<file path="src/rtl/tiny_rv_wb_arb_n.sv">
// tiny_rv_wb_arb_n: N-master to 1-slave pipelined Wishbone B4 arbiter.
// Arbitration is fixed priority (RR=0, lowest index wins) or round-robin
// (RR=1). A grant is held until the owner drops CYC, and the arbiter
// re-arbitrates on that same edge, so a handoff costs no idle cycles.
// Optional watchdog: define TINY_RV_WB_ARB_TIMEOUT_EN to abort a transfer
// that has seen no ack/err for TIMEOUT cycles.
//
// state   | meaning
// --------+---------------------------------------------
// S_IDLE  | no master owns the bus, o_grant is zero
// S_GRANT | master gidx owns the bus until it drops CYC

module tiny_rv_wb_arb_n #(
  parameter int NM      = 2,
  parameter int AW      = 30,
  parameter int DW      = 32,
  parameter int RR      = 0,
  parameter int TIMEOUT = 255
) (
  input  logic                 i_clk,
  input  logic                 i_reset,
  input  logic [NM-1:0]        i_m_cyc,
  input  logic [NM-1:0]        i_m_stb,
  input  logic [NM-1:0]        i_m_we,
  input  logic [NM*AW-1:0]     i_m_adr,
  input  logic [NM*DW-1:0]     i_m_dat,
  input  logic [NM*DW/8-1:0]   i_m_sel,
  output logic [NM-1:0]        o_m_ack,
  output logic [NM-1:0]        o_m_stall,
  output logic [NM-1:0]        o_m_err,
  output logic [DW-1:0]        o_m_dat,
  output logic                 o_cyc,
  output logic                 o_stb,
  output logic                 o_we,
  output logic [AW-1:0]        o_adr,
  output logic [DW-1:0]        o_dat,
  output logic [DW/8-1:0]      o_sel,
  input  logic                 i_ack,
  input  logic                 i_stall,
  input  logic                 i_err,
  input  logic [DW-1:0]        i_dat,
  output logic [NM-1:0]        o_grant
);

  localparam int SW = DW / 8;
  localparam int IW = (NM > 1) ? $clog2(NM) : 1;
  localparam logic [NM-1:0] GRANT_ONE = {{(NM-1){1'b0}}, 1'b1};

  typedef enum logic {
    S_IDLE,
    S_GRANT
  } state_t;

  state_t        state;
  logic [IW-1:0] gidx;
  logic [IW-1:0] rr_ptr;

  logic          granted;
  logic          cur_cyc;
  logic          any_req;
  logic [IW-1:0] rel_ptr;
  logic [IW-1:0] arb_start;
  logic [IW-1:0] arb_idx;
  logic [IW-1:0] sel_idx;
  logic          wd_hit;
  logic          wd_kill;

  // First requester found searching upward from start, wrapping at NM-1.
  function automatic logic [IW-1:0] pick(input logic [NM-1:0] req,
                                         input logic [IW-1:0] start);
    logic [IW-1:0] idx;
    logic          found;
    int            p;
    idx   = '0;
    found = 1'b0;
    for (int i = 0; i < NM; i++) begin
      p = int'(start) + i;
      if (p >= NM) p = p - NM;
      if (!found && req[IW'(p)]) begin
        idx   = IW'(p);
        found = 1'b1;
      end
    end
    return idx;
  endfunction

  assign granted = (state == S_GRANT);
  assign cur_cyc = i_m_cyc[gidx];
  assign any_req = |i_m_cyc;
  assign rel_ptr = (gidx == IW'(NM - 1)) ? '0 : gidx + IW'(1);

  // Search start: the RR pointer when idle, the post-release pointer on a
  // handoff (so the releasing master goes to the back of the line).
  always_comb begin
    arb_start = '0;
    if (RR != 0) arb_start = granted ? rel_ptr : rr_ptr;
    arb_idx = pick(i_m_cyc, arb_start);
  end

  // Grant FSM: acquire from idle, hold while owner keeps CYC, hand off on release.
  always_ff @(posedge i_clk or posedge i_reset) begin
    if (i_reset) begin
      state   <= S_IDLE;
      gidx    <= '0;
      rr_ptr  <= '0;
      o_grant <= '0;
    end else begin
      case (state)
        S_IDLE: begin
          if (any_req) begin
            state   <= S_GRANT;
            gidx    <= arb_idx;
            o_grant <= GRANT_ONE << arb_idx;
          end
        end
        S_GRANT: begin
          if (!cur_cyc) begin
            if (RR != 0) rr_ptr <= rel_ptr;
            if (any_req) begin
              gidx    <= arb_idx;
              o_grant <= GRANT_ONE << arb_idx;
            end else begin
              state   <= S_IDLE;
              o_grant <= '0;
            end
          end
        end
        default: begin
          state   <= S_IDLE;
          o_grant <= '0;
        end
      endcase
    end
  end

`ifdef TINY_RV_WB_ARB_TIMEOUT_EN
  localparam int WDW = (TIMEOUT < 2) ? 1 : $clog2(TIMEOUT + 1);

  logic [WDW-1:0] wd_cnt;
  logic           wd_kill_q;

  assign wd_hit  = granted && cur_cyc && (wd_cnt == WDW'(TIMEOUT));
  assign wd_kill = wd_kill_q;

  // Watchdog: counts live bus cycles without a response; a hit errors the
  // owner and drops CYC for one cycle, then counting restarts from zero.
  always_ff @(posedge i_clk or posedge i_reset) begin
    if (i_reset) begin
      wd_cnt    <= '0;
      wd_kill_q <= 1'b0;
    end else if (!granted || !cur_cyc) begin
      wd_cnt    <= '0;
      wd_kill_q <= 1'b0;
    end else begin
      wd_kill_q <= wd_hit;
      if (wd_hit || i_ack || i_err)
        wd_cnt <= '0;
      else if (!wd_kill_q)
        wd_cnt <= wd_cnt + WDW'(1);
    end
  end
`else
  assign wd_hit  = 1'b0;
  assign wd_kill = 1'b0;
`endif

  assign sel_idx = granted ? gidx : '0;

  // Slave-side request mux; master 0 drives the bus fields while idle.
  always_comb begin
    o_we  = i_m_we[0];
    o_adr = i_m_adr[0 +: AW];
    o_dat = i_m_dat[0 +: DW];
    o_sel = i_m_sel[0 +: SW];
    for (int k = 1; k < NM; k++) begin
      if (sel_idx == IW'(k)) begin
        o_we  = i_m_we[k];
        o_adr = i_m_adr[k*AW +: AW];
        o_dat = i_m_dat[k*DW +: DW];
        o_sel = i_m_sel[k*SW +: SW];
      end
    end
  end

  assign o_cyc   = granted && cur_cyc && !wd_kill;
  assign o_stb   = o_cyc && i_m_stb[gidx];
  assign o_m_dat = i_dat;

  // Response routing: only the owner sees ack/err/stall; everyone else is stalled.
  always_comb begin
    o_m_ack   = '0;
    o_m_err   = '0;
    o_m_stall = '1;
    if (granted) begin
      o_m_ack[gidx]   = i_ack && cur_cyc;
      o_m_err[gidx]   = (i_err && cur_cyc) || wd_hit;
      o_m_stall[gidx] = i_stall;
    end
  end

endmodule

</file>
<file path="config.mk">
export PLATFORM = sky130hd
export DESIGN_NAME = tiny_rv_wb_arb_n
export DESIGN_NICKNAME = d
export VERILOG_FILES = /design/src/rtl/tiny_rv_wb_arb_n.sv
export SDC_FILE = /design/constraint.sdc
export NUM_CORES = 1
export LEC_CHECK = 0
export BUFFER_PORTS_ARGS = -buffer_cell sky130_fd_sc_hd__buf_2
export CAP_MARGIN = 20
export CORE_AREA = 10 10 101 103
export DETAILED_ROUTE_END_ITERATION = 8
export DIE_AREA = 0 0 111 113
export GPL_ROUTABILITY_DRIVEN = 0
export PLACE_DENSITY_LB_ADDON = 0.2
export SLEW_MARGIN = 20
export SYNTH_ARGS = -nofsm -noshare
export SYNTH_HDL_FRONTEND = slang
export SYNTH_SLANG_ARGS = --single-unit
</file>
<file path="constraint.sdc">
create_clock -name i_clk -period 1.26 [get_ports i_clk]
set_clock_uncertainty 0.05 [all_clocks]
set_input_delay 0.063 -clock i_clk [delete_from_list [all_inputs] [get_ports i_clk]]
set_output_delay 0.063 -clock i_clk [all_outputs]
set_load 0.02 [all_outputs]
</file>
**Word-level counts from Yosys, hierarchy flattened**

Index checks and enable logic that the tools add are counted.

- Register bits after elaboration: 4
- Input port bits: 175
- Word-level logic and storage cells: 43

- Magnitude comparators: 2
- Equal/unequal tests: 2
- Muxes and demuxes: 24
- Bitwise logic cells: 5
- Reduce and logical (&&, ||, !) cells: 7

Operators by type and width:

| operator | number |
|---|---|
| $mux W32 | 1 |
| $mux W30 | 1 |
| $mux W1 | 12 |
| $mux W2 | 5 |
| $logic_and A1 B1 Y1 | 5 |
| $and A2 B2 Y2 | 2 |
| $mux W4 | 1 |
| $ne A2 B2 Y1 const B | 2 |
| $pmux W1 S2 | 2 |
| $pmux W2 S2 | 1 |
| $lt A1 B2 Y1 const B | 1 |
| $not A2 Y2 | 1 |
| $or A2 B2 Y2 | 1 |
| $reduce_and A2 Y1 | 1 |
| $reduce_or A2 Y1 | 1 |
| $demux W1 S1 | 1 |
| $ge A1 B1 Y1 const B | 1 |
| $not A1 Y1 | 1 |

**Logic depth before layout (Yosys ltp)**

Gate-level depths: netlist of run 1.

- Depth after elaboration: 7
- Mapped depth: 3
- Mapped depth without buffers: 3

**Worst setup path after synthesis of run 1**

Ideal clock, no wire load.

- Path kind: reg2reg
- From: reg state (netlist: granted)
- To: reg o_grant[0]
- Setup time: 0.079 ns
- Arrival time: 0.779 ns
- Path slack: 0.352 ns
- Cell stages (with the launch flop): 4
- Period minus slack after synthesis: 0.908 ns
- Cell sequence: dfrtp_1 > and2_4 > nor2_2 > a2bb2oi_1

- Word-level cells in the longest chain between the ends: 3
- Elaborated cells between the ends (all ways): 5

Ends and longest elaborated chain:

| element | line | source |
|---|---|---|
| start: declaration | 54 | `state_t state;` |
| start signal: assignment | 103 | `state <= S_IDLE;` |
| start signal: assignment | 111 | `state <= S_GRANT;` |
| start signal: assignment | 123 | `state <= S_IDLE;` |
| $not A1 Y1 | 108 | `case (state)` |
| $ne A2 B2 Y1 (no line) | - |  |
| $reduce_and A2 Y1 (no line) | - |  |
| end signal: assignment | 113 | `o_grant <= GRANT_ONE << arb_idx;` |
| end signal: assignment | 121 | `o_grant <= GRANT_ONE << arb_idx;` |
| end: declaration | 42 | `output logic [NM-1:0] o_grant` |

Several ways; a longest one is shown, not always the timed one.
A chain may end at the register's enable or synchronous reset.

**Worst setup path after layout of run 1**

- From: reg state (netlist: granted)
- To: out o_m_stall[0]

- Word-level cells in the longest chain between the ends: 1

Ends and longest elaborated chain:

| element | line | source |
|---|---|---|
| $mux W2 | 194 | `if (granted) begin` |
| end: declaration | 29 | `output logic [NM-1:0] o_m_stall,` |

No other way between the ends.

==> out/results.tsv, run 1 <==
metric	value	unit
unrepaired setup endpoints after global routing	no	
design area	378	µm²
Residual DRC	0	
crit path max fanout	6	
row cnt	33	
Ports	284	
Reg-to-Reg Start	granted$_DFF_PP0_	
total routed wirelength	1.47	mm
Placed Area	327	µm²
# H-tree levels	1	
layout cell share with drive strength beyond 1	63.6	%
origin of the worst min-delay path	i_m_cyc[1]	
Initial Util	11.0	%
kind of critical path	reg -> out	
number of global-route vias before repair	349	
Vias	288	
CTS tree	yes	
Tot GR Track Use	2.00	%
post-CTS resize count	0	
Final HPWL DP	1.23	mm
Yosys reg bits	2	
Synth Instances	117	
crit end category	primary output	
Final Setup Violations	0	
Worst Path Required	1.15	ns
Synth Area per Inst	7.66	µm²
Final Max Tran Viols	0	
most frequent cells in the layout	buf_2 (13), conb_1 (4), and3_2 (3), clkbuf_8 (3)	
Peak supply drop	0.415	mV
postcts setup bufs	0	
Tcrit/Tclk final	88.8	%
largest net degree at the start of global routing	7	
status	complete, no violations	
Max Clk Rate	893	MHz
Final min period	1.12	ns
clk sink count	2	
TritonCTS buffer count	3	
Total Nets Final	210	
worst-case reg-to-reg path depth	3	
post-synthesis sequential area ratio	5.59	%
# hold bufs at CTS	1	
clock transition at the registers of the reported paths	0.03	ns
Post-DRT Antenna Nets	0	
I/O Buffers	13	
gr ovfl total	0	
later-pin clock latency in the skew report	0.21	ns
core area	8130	µm²
first-pass GRT wire length	1.87	mm
antenna violations before repair	0	
max-cap violations	0	
Critical Path AT	1.01	ns
Die Area	12500	µm²
Final Hold Vio Count	0	
Die Wd	111	µm
Worst setup SP type	register	
Die Y	113	µm
hold path endpoint	granted$_DFF_PP0_	
Worst Hold Depth	3	
vias per cell	2.09	
YS warnings	0	
commonest non-fill, non-tap cell in the layout	buf_2	
P_leak	0.153	nW
Area growth syn-to-layout	-57.8	%
setup tns final	0	ns
filler cell count	952	
Mapped Area	896	µm²
Hold Path Class	in -> reg	
reg-to-reg endpoint	o_grant[0]$_DFFE_PP0P_	
WL/cell	10.6	µm
Distinct cells, synth	10	
clk buf depth	2	
clock root buffer	clkbuf_8	
PD cells	1050	nW/µm²
Iteration-0 DRC Markers	1	
# diodes	0	
DR pass1 iterations	2	
flop2flop setup slack	0.31	ns
[cell type report]
type / instances / area [µm²] / area share (%)
sequential: 2 / 50.0 / 13.2
multi-input combinational: 12 / 72.6 / 19.2
tap: 105 / 131 / 34.8
inverter: 2 / 7.51 / 1.99
timing repair buffer: 14 / 75.1 / 19.9
clock buffer: 3 / 41.3 / 10.9
[worst max-delay path, stage by stage (launching register included)]
cell,delay [ns]
dfrtp_1,0.40
or2b_1,0.24
buf_2,0.16
[metal layers]
metal	global-route usage (%)	wire [µm]	up-vias
met3	1.74	350	52
met2	1.97	472	55
li1	-	-	78
met1	0.694	246	103
met4	6.68	399	0
met5	0	0	-
[per-stage QoR]
| step | total power (W) | instances | hold WS, ns | utilization (%) | setup slack [ns] |
|---|---|---|---|---|---|
| floorplan | 0.000589 | 119 | -0.246 | - | 0.352 |
| global placement | 0.000151 | 134 | -0.126 | 4.01 | 0.305 |
| detailed placement | 0.000149 | 134 | -0.131 | 4.01 | 0.314 |
| CTS | 0.000408 | 138 | 0.0122 | 4.65 | 0.125 |
| global route | 0.000414 | 138 | 0.0495 | 4.65 | 0.101 |
| finish | 0.000399 | 138 | 0.0194 | 4.65 | 0.141 |
[where the power goes]
part / total [W] / switching (W) / internal, W
clock: 0.000249 / 0.0000470 / 0.000202
combinational: 0.0000757 / 0.0000451 / 0.0000306
sequential: 0.0000741 / 0.00000415 / 0.0000700
total: 0.000399 / 0.0000963 / 0.000302
[cells by family after synthesis]
kind of cell | share of synthesized area [%]
AO/OA/AOI/OAI | 0.978
buffers and inverters | 87.2
flip-flops | 5.59
other | 0.838
AND/OR/NAND/NOR | 5.45
[sequential cells by signal (all words and copies together), names as in the netlist]
name	cells
o_grant	1
granted	1
[cells in the mapped netlist]
| master | instances | area, µm² |
|---|---|---|
| buf_4 | 103 | 773 |
| and3_2 | 3 | 22.5 |
| conb_1 | 2 | 7.51 |
| dfrtp_1 | 2 | 50.1 |
| inv_1 | 2 | 7.51 |
| a2bb2oi_1 | 1 | 8.76 |
| and2_4 | 1 | 8.76 |
| nor2_1 | 1 | 3.75 |
| nor2_2 | 1 | 6.26 |
| or2b_1 | 1 | 7.51 |
[worst max path at each step]
stage / end / depth (start not counted) / startpoint
6_report: o_m_stall[0] / 2 / granted$_DFF_PP0_
5_1_grt: o_m_ack[0] / 2 / granted$_DFF_PP0_
4_1_cts: o_m_ack[0] / 2 / granted$_DFF_PP0_
3_5_place_dp: o_grant[0]$_DFFE_PP0P_ / 3 / granted$_DFF_PP0_
3_3_place_gp: o_grant[0]$_DFFE_PP0P_ / 3 / granted$_DFF_PP0_
2_1_floorplan: o_grant[0]$_DFFE_PP0P_ / 3 / granted$_DFF_PP0_
No activity file was read; power rests on OpenSTA's default activity.
==> inputs of run 2 (changes only) <==
SETUP_SLACK_MARGIN = 0.5   (was default)
==> run 2 against run 1 <==
Against the previous run:
- largest power group unchanged
- critical path type unchanged
- sequential power is 3.5% higher
- largest cell class unchanged
- critical path depth stayed put
- total power is 7.1% higher
==> out/results.tsv, run 2 (same netlist as run 1, synthesis figures left out) <==
metric	value	unit	change
status	complete, no violations		
Area growth syn-to-layout	-51.4	%	
flop2flop setup slack	0.33	ns	+0.02 ns
Power Internal	0.000323	W	+6.8%
largest net degree at the start of global routing	7		unchanged
Final Max Tran Viols	0		unchanged
later-pin clock latency in the skew report	0.21	ns	about the same
max-cap violations	0		unchanged
register area	51.3	µm²	+2.5%
most frequent cells in the layout	buf_2 (7), buf_6 (6), conb_1 (4)		
design area	435	µm²	+15%
clk sink count	2		unchanged
number of global-route vias before repair	384		+10%
Min Hold Slack	0.0549	ns	+0.0355 ns
origin of the worst min-delay path	i_m_cyc[1]		
Final Hold Vio Count	0		unchanged
Initial Util	11.0	%	unchanged
Residual DRC	0		unchanged
row cnt	33		unchanged
crit end category	primary output		
filler cell count	965		+1.4%
vias per cell	2.11		+1.0%
Worst setup SP type	register		
total routed wirelength	1.80	mm	+22%
Post-DRT Antenna Nets	0		unchanged
core area	8130	µm²	unchanged
non-filler cells, final	139		+0.72%
worst-case reg-to-reg path depth	3		unchanged
Iteration-0 DRC Markers	4		+3
Vias	293		+1.7%
layout cell share with drive strength beyond 1	70.6	%	+7.0 points
Placed Area	327	µm²	unchanged
Reg-to-Reg Start	granted$_DFF_PP0_		
Final Setup Violations	0		unchanged
Max Clk Rate	912	MHz	+2.1%
slowest CP cell	dfrtp_2		
# H-tree levels	1		unchanged
DR pass1 iterations	2		unchanged
sequential group share of total power	18.0	%	-0.6 points
I/O Buffers	13		unchanged
Total Nets Final	211		+0.48%
gr ovfl total	0		unchanged
commonest non-fill, non-tap cell in the layout	buf_2		
Worst Path Required	1.15	ns	about the same
TritonCTS buffer count	3		unchanged
Tcrit/Tclk final	87.0	%	-1.9 points
clock transition at the registers of the reported paths	0.03	ns	about the same
clk buf depth	2		unchanged
dpl cells	134		unchanged
clock root buffer	clkbuf_8		
unrepaired setup endpoints after global routing	yes		
first-pass GRT wire length	2.37	mm	+27%
clock network fraction of total power	57.9	%	-4.5 points
Hold Path Class	in -> reg		
Ports	284		unchanged
CP peak stage delay	0.42	ns	+0.02 ns
Worst Hold Depth	3		unchanged
Die Area	12500	µm²	unchanged
PD cells	981	nW/µm²	-7.0%
setup tns final	0	ns	unchanged
WL/cell	12.9	µm	+21%
switch share	24.4	%	+0.24 points
Critical Path AT	0.98	ns	-0.03 ns
combinational share of power	24.1	%	+5.1 points
crit path max fanout	6		unchanged
Tot GR Track Use	2.59	%	+0.59 points
crit-path cells	and3_2 > buf_6		
reg-to-reg endpoint	o_grant[0]$_DFFE_PP0P_		
Peak supply drop	0.623	mV	+50%
kind of critical path	reg -> out		
hold path endpoint	granted$_DFF_PP0_		
multi-input logic area	83.8	µm²	+16%
antenna violations before repair	0		unchanged
# diodes	0		unchanged
P_sw	0.000104	W	+8.2%
Die Wd	111	µm	unchanged
Die Y	113	µm	unchanged
Final min period	1.10	ns	-0.0234 ns
CTS tree	yes		
P_leak	0.169	nW	+11%
Final HPWL DP	1.50	mm	+22%
==> run 2: cell count changes in the layout (fill, tap and decap cells not counted), sizes merged <==
cell  delta
buf      +1
==> run 2: critical path, delay by kind of cell, from the launching register on <==
kind	cells	cell delay, ns
flip-flops	1	0.42
buffers and inverters	1	0.13
AND/OR/NAND/NOR	1	0.22
==> run 2: metal layers <==
layer | wire length (µm) | global-route usage [%] | vias up
met2 | 663 | 2.99 | 50
met4 | 414 | 7.55 | 0
li1 | - | - | 79
met1 | 235 | 0.634 | 114
met3 | 484 | 2.80 | 50
met5 | 0 | 0 | -
==> run 2: final cells by class <==
type | instances | share of cell area [%]
clock buffers | 3 | 9.48
inverters | 2 | 1.72
multi-input cells | 12 | 19.3
flip-flops and latches | 2 | 11.8
well taps | 105 | 30.2
repair buffers | 15 | 27.6
==> run 2: repair_timing <==
action,CTS,global route
resized for setup,13,2
endpoints found under the setup margin,7,7
buffers inserted,0,1
pin swaps,1,1
hold endpoints to repair,2,0
hold buffers,1,0
==> run 2: per-stage QoR <==
step                      power (W)  util (%)  worst slack [ns]
after floorplan            0.000589         -             0.373
after global placement     0.000151      4.01             0.309
after detailed placement   0.000151      4.01             0.316
after CTS                  0.000425      5.12             0.146
after global routing       0.000448      5.35             0.115
final                      0.000427      5.35             0.164
==> run 2: power by group through the flow <==
stage,clock network [W],logic (W),registers (W)
after floorplan,0,0.000510,0.0000783
after global placement,0,0.0000754,0.0000756
after detailed placement,0,0.0000755,0.0000754
after CTS,0.000254,0.0000952,0.0000761
after global routing,0.000259,0.000111,0.0000776
final,0.000247,0.000103,0.0000767
==> run 2: worst max path at each step <==
stage	startpoint	to	cells past startpoint
after detailed placement	granted$_DFF_PP0_	o_grant[0]$_DFFE_PP0P_	3
final	granted$_DFF_PP0_	o_m_ack[0]	2
after global placement	granted$_DFF_PP0_	o_grant[0]$_DFFE_PP0P_	3
after global routing	granted$_DFF_PP0_	o_m_stall[0]	2
after CTS	granted$_DFF_PP0_	o_m_ack[0]	2
after floorplan	granted$_DFF_PP0_	o_grant[0]$_DFFE_PP0P_	3
==> inputs of run 3 (changes only) <==
PLACE_DENSITY = 0.64   (was default)
PLACE_DENSITY_LB_ADDON = default   (was 0.2)
==> run 3 against run 2 <==
Against the previous run:
- combinational power rose by 6%
- routed wire length rose by 19%
- setup slack got worse by 0.011 ns
- first-iteration DRC count rose to 2.5 times the previous value
- die area did not move
- flip-flop and latch count did not move
- maximum frequency fell by 1.0%
- cell count rose by 0.72%
- clock power rose by 2%
- sequential power fell by 1%
- core utilization rose by 0.14 points
- total power rose by 2.3%
- critical endpoint is now o_m_stall[0]
- largest cell class unchanged
==> out/results.tsv, run 3 (same netlist as run 1, synthesis figures left out) <==
metric	value	unit	change
status	complete, no violations		
Critical Path AT	0.99	ns	about the same
kind of critical path	reg -> out		
Final min period	1.11	ns	+0.0111 ns
Vias	346		+18%
filler cell count	959		-0.62%
row cnt	33		unchanged
core area	8130	µm²	unchanged
first-pass GRT wire length	2.85	mm	+20%
TritonCTS buffer count	3		unchanged
crit path max fanout	6		unchanged
Post-DRT Antenna Nets	0		unchanged
Worst setup SP type	register		
Die Wd	111	µm	unchanged
combinational share of power	25.0	%	+0.9 points
I/O Buffers	13		unchanged
Tot GR Track Use	3.11	%	+0.52 points
most frequent cells in the layout	buf_2 (7), conb_1 (4), buf_4 (4), buf_6 (4)		
dpl ws	0.300	ns	-0.0158 ns
register area	51.3	µm²	unchanged
Hold Path Class	in -> reg		
Die Y	113	µm	unchanged
P_leak	0.170	nW	+0.21%
Ports	284		unchanged
Worst Hold Depth	3		unchanged
Power Internal	0.000328	W	+1.7%
gr ovfl total	0		unchanged
origin of the worst min-delay path	i_m_cyc[1]		
crit end category	primary output		
layout cell share with drive strength beyond 1	71.4	%	+0.84 points
P_sw	0.000109	W	+4.3%
Worst Path Required	1.15	ns	about the same
PD cells	978	nW/µm²	-0.26%
CTS tree	yes		
Area growth syn-to-layout	-50.1	%	
sequential group share of total power	17.3	%	-0.7 points
number of global-route vias before repair	467		+22%
max-cap violations	0		unchanged
multi-input logic area	95.1	µm²	+13%
WL/cell	15.3	µm	+19%
Die Area	12500	µm²	unchanged
clk buf depth	2		unchanged
Final Setup Violations	0		unchanged
Final Hold Vio Count	0		unchanged
vias per cell	2.47		+17%
unrepaired setup endpoints after global routing	yes		
clk sink count	2		unchanged
Final WS setup	0.153	ns	-0.0111 ns
clock network fraction of total power	57.7	%	-0.2 points
Iteration-0 DRC Markers	10		+6
Max Clk Rate	903	MHz	-1.0%
hold path endpoint	granted$_DFF_PP0_		
worst-case reg-to-reg path depth	3		unchanged
DR pass1 iterations	4		+2
clock root buffer	clkbuf_8		
# diodes	0		unchanged
flop2flop setup slack	0.34	ns	about the same
Initial Util	11.0	%	unchanged
antenna violations before repair	0		unchanged
Peak supply drop	0.464	mV	-25%
Reg-to-Reg Start	granted$_DFF_PP0_		
Final Max Tran Viols	0		unchanged
later-pin clock latency in the skew report	0.21	ns	about the same
commonest non-fill, non-tap cell in the layout	buf_2		
clock transition at the registers of the reported paths	0.03	ns	about the same
switch share	24.9	%	+0.46 points
setup tns final	0	ns	unchanged
largest net degree at the start of global routing	7		unchanged
total routed wirelength	2.15	mm	+19%
Total Nets Final	212		+0.47%
Residual DRC	0		unchanged
# H-tree levels	1		unchanged
reg-to-reg endpoint	o_grant[0]$_DFFE_PP0P_		
Tcrit/Tclk final	87.9	%	+0.88 points
run 3: cell types whose count changed in the layout (fill, tap and decap cells not counted):
cell | before | now
and3_2 | 3 | 0
and3_4 | 0 | 3
buf_4 | 1 | 4
buf_6 | 6 | 4
run 3: area by class of cell:
class	instances	area share, %
multi-input combinational	12	21.3
sequential	2	11.5
timing repair buffer	16	26.9
clock buffer	3	9.24
tap	105	29.4
inverter	2	1.68
run 3: power by group through the flow:
stage,clock network (W),logic (W),registers (W)
floorplan,0,0.000510,0.0000783
global placement,0,0.0000736,0.0000745
detailed placement,0,0.0000748,0.0000755
CTS,0.000259,0.000102,0.0000756
global route,0.000271,0.000117,0.0000766
finish,0.000252,0.000109,0.0000756
run 3: metrics by stage:
stage	instance area, µm²	std cells	utilization [%]	power [W]	hold WS (ns)
finish	447	140	5.49	0.000437	0.0586
global placement	327	134	4.01	0.000148	-0.136
detailed placement	327	134	4.01	0.000150	-0.130
floorplan	903	119	-	0.000589	-0.246
global route	447	140	5.49	0.000465	0.0760
CTS	425	140	5.23	0.000436	0.0581
run 3: how the worst max path moves through the flow:
| stage | endpoint | cells after the start | slack, ns | start |
|---|---|---|---|---|
| after floorplan | o_grant[0]$_DFFE_PP0P_ | 3 | 0.37 | granted$_DFF_PP0_ |
| after global placement | o_m_stall[0] | 2 | 0.35 | granted$_DFF_PP0_ |
| after detailed placement | o_grant[0]$_DFFE_PP0P_ | 3 | 0.30 | granted$_DFF_PP0_ |
| after CTS | o_m_ack[0] | 2 | 0.13 | granted$_DFF_PP0_ |
| after global routing | o_m_stall[0] | 2 | 0.11 | granted$_DFF_PP0_ |
| final | o_m_stall[0] | 2 | 0.15 | granted$_DFF_PP0_ |
run 3: repair_timing:
action,in CTS,in global routing
cloned,0,0
hold endpoints to repair,2,0
hold buffers,1,0
setup buffers,2,0
endpoints found under the setup margin,7,7
gates resized for setup,10,6
run 3: per-layer routing:
metal	vias to the layer above	part of all wire [%]	track usage [%]
met4	0	18	7.20
met3	62	31	3.75
met1	108	11	0.754
met5	-	0	0
li1	81	-	-
met2	95	40	4.17
run 3: critical path, cell delays in order, from the launching register on:
cell	delay [ns]
dfrtp_2	0.40
or2b_1	0.25
buf_6	0.13
